File: config.mk
export PLATFORM = sky130hd
export DESIGN_NAME = alu_op_sequencer
export DESIGN_NICKNAME = d
export VERILOG_FILES = /design/src/rtl/alu_op_sequencer.sv
export SDC_FILE = /design/constraint.sdc
export NUM_CORES = 1
export LEC_CHECK = 0
export CORE_ASPECT_RATIO = 1.75
export CORE_MARGIN = 3
export CORE_UTILIZATION = 40
export DETAILED_ROUTE_END_ITERATION = 10
export PLACE_DENSITY_LB_ADDON = 0.05
export SLEW_MARGIN = 20
export SYNTH_ARGS = -nofsm -noshare
export SYNTH_HDL_FRONTEND = slang
export SYNTH_SLANG_ARGS = --single-unit
File: constraint.sdc
create_clock -name clk -period 2.1 [get_ports clk]
set_input_delay 0.63 -clock clk [delete_from_list [all_inputs] [get_ports clk]]
set_output_delay 0.63 -clock clk [all_outputs]
set_load 0.03 [all_outputs]
File: src/rtl/alu_op_sequencer.sv
// Issue-side controller for the 5-register sfixed ALU: accepts one decoded instruction,
// strobes the ALU operand registers, waits the result latency and emits a register-file write-back.
module alu_op_sequencer #(
  parameter int BUS_WIDTH  = 8,
  parameter int RADDR_W    = 3,
  parameter int RESULT_LAT = 1,
  parameter bit ZERO_REG   = 1'b1
) (
  input  logic                 clk,
  input  logic                 rst,
  input  logic                 instr_valid,
  output logic                 instr_ready,
  input  logic [1:0]           instr_op,
  input  logic [RADDR_W-1:0]   instr_rd,
  input  logic [RADDR_W-1:0]   instr_ra,
  input  logic [RADDR_W-1:0]   instr_rb,
  input  logic [BUS_WIDTH-1:0] instr_imm,
  output logic [RADDR_W-1:0]   rf_addr_a,
  output logic [RADDR_W-1:0]   rf_addr_b,
  output logic [BUS_WIDTH-1:0] imm,
  output logic                 f_add,
  output logic                 f_load,
  output logic [4:0]           reg_en,
  input  logic [BUS_WIDTH-1:0] result,
  output logic                 wb_en,
  output logic [RADDR_W-1:0]   wb_addr,
  output logic [BUS_WIDTH-1:0] wb_data,
  output logic [15:0]          retired
);

  typedef enum logic [1:0] {
    S_IDLE  = 2'd0,
    S_ISSUE = 2'd1,
    S_WAIT  = 2'd2,
    S_WB    = 2'd3
  } state_t;

  localparam logic [1:0] OP_NOP  = 2'b00;
  localparam logic [1:0] OP_LDSW = 2'b01;
  localparam logic [1:0] OP_MOV  = 2'b10;
  localparam logic [1:0] OP_MACI = 2'b11;

  localparam int CNT_W = (RESULT_LAT > 1) ? $clog2(RESULT_LAT) : 1;
  localparam logic [CNT_W-1:0] CNT_INIT = CNT_W'(RESULT_LAT - 1);

  state_t               r_state;
  logic [CNT_W-1:0]     r_cnt;
  logic [RADDR_W-1:0]   r_rd;
  logic                 r_ready;
  logic [RADDR_W-1:0]   r_rf_addr_a;
  logic [RADDR_W-1:0]   r_rf_addr_b;
  logic [BUS_WIDTH-1:0] r_imm;
  logic                 r_f_add;
  logic                 r_f_load;
  logic [4:0]           r_reg_en;
  logic                 r_wb_en;
  logic [RADDR_W-1:0]   r_wb_addr;
  logic [BUS_WIDTH-1:0] r_wb_data;
  logic [15:0]          r_retired;

  logic [4:0] w_reg_en;
  logic       w_f_add;
  logic       w_f_load;
  logic       w_accept;
  logic       w_wb_ok;

  assign w_accept = instr_valid && r_ready;
  assign w_wb_ok  = (ZERO_REG && (r_rd == {RADDR_W{1'b0}})) ? 1'b0 : 1'b1;

  // Opcode decode into ALU control; strobe pattern is {E,D,C,B,A}
  always_comb begin
    w_reg_en = 5'b00000;
    w_f_add  = 1'b0;
    w_f_load = 1'b0;
    case (instr_op)
      OP_LDSW: w_reg_en = 5'b11010;
      OP_MOV: begin
        w_reg_en = 5'b11010;
        w_f_load = 1'b1;
      end
      OP_MACI: begin
        w_reg_en = 5'b11111;
        w_f_add  = 1'b1;
      end
      default: w_reg_en = 5'b00000;
    endcase
  end

  // Sequencer FSM; ISSUE outputs are loaded on the accept edge so they are visible during ISSUE
  always_ff @(posedge clk) begin
    if (rst) begin
      r_state     <= S_IDLE;
      r_cnt       <= {CNT_W{1'b0}};
      r_rd        <= {RADDR_W{1'b0}};
      r_ready     <= 1'b1;
      r_rf_addr_a <= {RADDR_W{1'b0}};
      r_rf_addr_b <= {RADDR_W{1'b0}};
      r_imm       <= {BUS_WIDTH{1'b0}};
      r_f_add     <= 1'b0;
      r_f_load    <= 1'b0;
      r_reg_en    <= 5'b00000;
      r_wb_en     <= 1'b0;
      r_wb_addr   <= {RADDR_W{1'b0}};
      r_wb_data   <= {BUS_WIDTH{1'b0}};
      r_retired   <= 16'd0;
    end else begin
      r_reg_en <= 5'b00000;
      r_wb_en  <= 1'b0;
      case (r_state)
        S_IDLE: begin
          if (w_accept) begin
            if (instr_op == OP_NOP) begin
              r_retired <= r_retired + 16'd1;
            end else begin
              r_state     <= S_ISSUE;
              r_ready     <= 1'b0;
              r_rd        <= instr_rd;
              r_rf_addr_a <= instr_ra;
              r_rf_addr_b <= instr_rb;
              r_imm       <= instr_imm;
              r_f_add     <= w_f_add;
              r_f_load    <= w_f_load;
              r_reg_en    <= w_reg_en;
            end
          end
        end
        S_ISSUE: begin
          r_state <= S_WAIT;
          r_cnt   <= CNT_INIT;
        end
        S_WAIT: begin
          if (r_cnt == {CNT_W{1'b0}}) begin
            r_state   <= S_WB;
            r_wb_data <= result;
            r_wb_addr <= r_rd;
            r_wb_en   <= w_wb_ok;
            r_retired <= r_retired + 16'd1;
          end else begin
            r_cnt <= r_cnt - CNT_W'(1);
          end
        end
        S_WB: begin
          r_state <= S_IDLE;
          r_ready <= 1'b1;
        end
        default: begin
          r_state <= S_IDLE;
          r_ready <= 1'b1;
        end
      endcase
    end
  end

  assign instr_ready = r_ready;
  assign rf_addr_a   = r_rf_addr_a;
  assign rf_addr_b   = r_rf_addr_b;
  assign imm         = r_imm;
  assign f_add       = r_f_add;
  assign f_load      = r_f_load;
  assign reg_en      = r_reg_en;
  assign wb_en       = r_wb_en;
  assign wb_addr     = r_wb_addr;
  assign wb_data     = r_wb_data;
  assign retired     = r_retired;

endmodule

==> metrics.md <==
| Metric | Value |
|---|---|
| Cell Area, Synth | around 2100 um2 |
| Worst R2R Setup Slack | ~0.14 ns |
| Standby leakage power | 1.24 nW |
| CP Launch Type | flop |
| Startpoint of the worst setup timing path | retired[1] |
| Setup-failing EPs final | 0 |
| Drt total wl | 5.38 mm |
| Share of cells above drive strength 1 | 0.119 |
| Kind of end point of the critical path | output pin |
| Via/cell ratio | between 5 and 6 |
| Most used standard cells in the synthesized netlist | sky130_fd_sc_hd__dfxtp_1 (52), sky130_fd_sc_hd__nand2_1 (37), sky130_fd_sc_hd__a21oi_1 (33) |
| Worst slew slack as a fraction of its limit | 0.738 |
| Switching portion of total power | 0.349 |
| Worst VDD drop | roughly 740 uV |
| Die outline height | slightly above 100 um |
| Number of maximum-capacitance violations | 0 |
| Asr flop ratio synth | 0 |
| Critical Path RT | 1.47 ns |
| Top-Level Pins | 80 |
| Post-synthesis compound-gate area fraction | 0.141 |
| Share of the yosys chip area belonging to registers | 0.493 |
| Classification of the worst setup path | flop to output pin |
| Wire length of the first global-routing pass | approximately 8.5 mm |
| Family of cells with the greatest summed delay on the critical path | buffers and inverters |
| Die extent in x | 60.9 um |
| CTS buffer count | 5 |
| Power density over the cells | around 890 nW/um2 |
| Vias in the first global route | roughly 1900 |
| DRC errors left | 0 |
| Number of routed nets with antenna violations | 0 |
| Total chip power | between 0.002 and 0.003 W |
| First-pass iteration count of the detailed router | 6 |
| Total half-perimeter wirelength after legalization and detailed placement | 3.91 mm |
| Fraction of power consumed by combinational cells | 0.364 |
| DR WL/cell | 14.1 um |
| Slowest-stage cell, CP | sky130_fd_sc_hd__clkdlybuf4s50_1 |
| Clock sinks | 52 |
| Standard cell core area | 5020 um2 |
| Worst endpoint data arrival time | around 1.4 ns |
| Global route overflow | 0 |
| Multiplexer fraction of the synthesized cell area | 0.0616 |
| Number of nets in the synthesized netlist | roughly 270 |
| Site row count | 34 |
| Final #Nets | 360 |
| CTS HTree Levels | 2 |
| Number of diodes added for antenna fixing | 0 |
| Hold path startpoint | imm[6] |
| Placer Congestion | between 0.7 and 0.8 |
| Fillers | about 480 |
| Power dissipated by switching net loads | 0.000986 W |
| Die area | 6220 um2 |
| Total number of vias | approximately 2000 |
| Internal power summed over all cells | between 0.0015 and 0.002 W |
| Number of cells produced by synthesis | 240 |
| Number of storage elements in the synthesis netlist | 52 |
| Cell with the most instances after synthesis | sky130_fd_sc_hd__dfxtp_1 |
| Number of max-slew violations in the final report | 0 |
| Result of the run | finished, final reports clean |
| Highest attainable clock frequency | about 0.49 GHz |
| Most area-consuming cells after synthesis | sky130_fd_sc_hd__dfxtp_1 (49%), sky130_fd_sc_hd__a21oi_1 (7.8%), sky130_fd_sc_hd__nand2_1 (6.6%) |
| Final clock skew | between 0.004 and 0.005 ns |
| Worst Max-Slew Pin Slew | ~0.4 ns |
| Average instance area after synthesis | 8.79 um2 |
| Leading register cell type out of synthesis | sky130_fd_sc_hd__dfxtp_1 |
| Violation count after the first detailed-routing iteration | 58 |
| Footprint of the multi-input gates | between 900 and 1000 um2 |
| Proportion of netlist area held by the largest area contributor | 0.493 |
| Largest stage delay, worst path | about 0.70 ns |
| Number of distinct library cells after synthesis | 37 |
| Tightest Hold Check Type | flop to flop |
| Aggregate global-route resource usage | 0.179 |
| Count of buffers from port buffering | between 70 and 80 |
| Reg2reg start | r_state[0] |
| Sequential share of power | 0.424 |
| Starting density of the core | 0.420 |
| Number of enable-type register cells in the synthesized netlist | 0 |
| Final hold violations | 0 |
| Master cell of the clock root buffer | sky130_fd_sc_hd__clkbuf_8 |
| Clock-pin transition on the worst setup and hold timing paths | 0.09 ns |
| Final instance count without filler cells | approximately 380 |
| CP cell instances | clkdlybuf4s50_1 |
| Dominant combinational cell family by area after synthesis | simple AND/OR/NAND/NOR gates |
| Maximum clock insertion buffer count | 2 |
| Cell taking the most area after synthesis | sky130_fd_sc_hd__dfxtp_1 |
| Placed Cells | about 370 |
| Clock share of power | 0.212 |
| Worst-Skew Late Latency | about 0.3 ns |
| Area growth from synthesis to final layout | 49.4% |
| Adder-cell share of the synthesized area | 0.0237 |
| Total number of yosys warnings | 0 |
| WP buf/inv | 1 |
| Post-synthesis xor/xnor area fraction | 0.00830 |
| Area fraction in and, or, nand and nor cells after synthesis | 0.219 |
| Unrepaired setup endpoints after global routing | no |
| Register Area | 1040 um2 |
| Largest net degree at the start of global routing | 27 |
| Fin crit period | 2.05 ns |
| TritonCTS clock tree | yes |
| Final-layout setup total negative slack | 0 ns |
| Final cycle utilization of the critical path | 0.974 |
| Antenna violations before repair | 0 |
| Critical-path maximum fanout | 5 |
area by class of cell:
cell class	count	area share
sequential	52	0.330
inverter	7	0.00833
timing repair buffer	98	0.300
clock buffer	6	0.0262
clock inverter	2	0.00476
tap	54	0.0214
multi-input combinational	162	0.309
path summary, 6_finish.rpt:
check | to | cells after the start
setup / recovery | retired[1] | 1
hold / removal | imm[6] | 2
setup reg to reg | retired[13] | 7
hold reg to reg | imm[6] | 2
registers in the layout (all words and copies together), names as in the netlist:
name	flops
r_state	2
f_add	1
reg_en	2
rf_addr_b	3
wb_en	1
rf_addr_a	3
imm	8
wb_data	8
f_load	1
wb_addr	3
instr_ready	1
r_rd	3
retired	16
per-layer routing:
layer	routed length, um	vias up	GRT usage
li1	-	996	-
met1	2020	939	0.186
met2	3000	54	0.331
met3	293	5	0.0480
met4	74	0	0.0601
met5	0	-	0
cells in the final DEF, fill, tap and decap left out, drive strengths merged:
master	count
a211oi	1
a21oi	33
a32oi	1
a41oi	1
and2	1
and3	1
and4b	1
and4bb	2
buf	20
clkbuf	6
clkdlybuf4s50	67
clkinvlp	2
dfxtp	52
dlygate4sd2	3
dlymetal6s2s	8
ha	4
inv	7
mux2i	13
nand2	37
nand2b	2
nand3	5
nand4	2
nor2	19
nor2b	2
nor3	1
nor3b	2
o2111ai	1
o211a	1
o21ai	6
o22ai	1
o31ai	7
or2	2
or3	6
or4	8
xnor2	1
xor2	1
through the flow:
step	setup WS [ns]	cell area, um2	util	hold slack, ns
floorplan	0.193	2110	-	0.449
global placement	-0.310	3010	0.600	0.442
detailed placement	-0.325	3010	0.600	0.448
CTS	0.00346	3110	0.620	0.464
global route	0.000663	3150	0.628	0.476
finish	0.0543	3150	0.628	0.460
repair_timing:
item | in CTS | in global routing
setup endpoints to repair | 4 | 11
hold buffers | 0 | 0
hold endpoints to repair | 0 | 0
gates resized for setup | 3 | 13
setup buffers | 1 | 0
pin swaps | 0 | 2
gates cloned | 0 | 1
cells by family after synthesis:
logic type,after synthesis
flip-flops,52
AO/OA/AOI/OAI,52
AND/OR/NAND/NOR,91
adder cells (fa/ha/maj),4
XOR/XNOR,2
multiplexers,13
buffers and inverters,26
power groups by stage:
stage	logic [W]	clock network, W	registers (W)
floorplan	0.000438	0	0.00139
global placement	0.00103	0	0.00121
detailed placement	0.00104	0	0.00122
CTS	0.00104	0.000623	0.00120
global route	0.00112	0.000655	0.00122
finish	0.00103	0.000598	0.00120
Power figures use the tool's default switching activity.
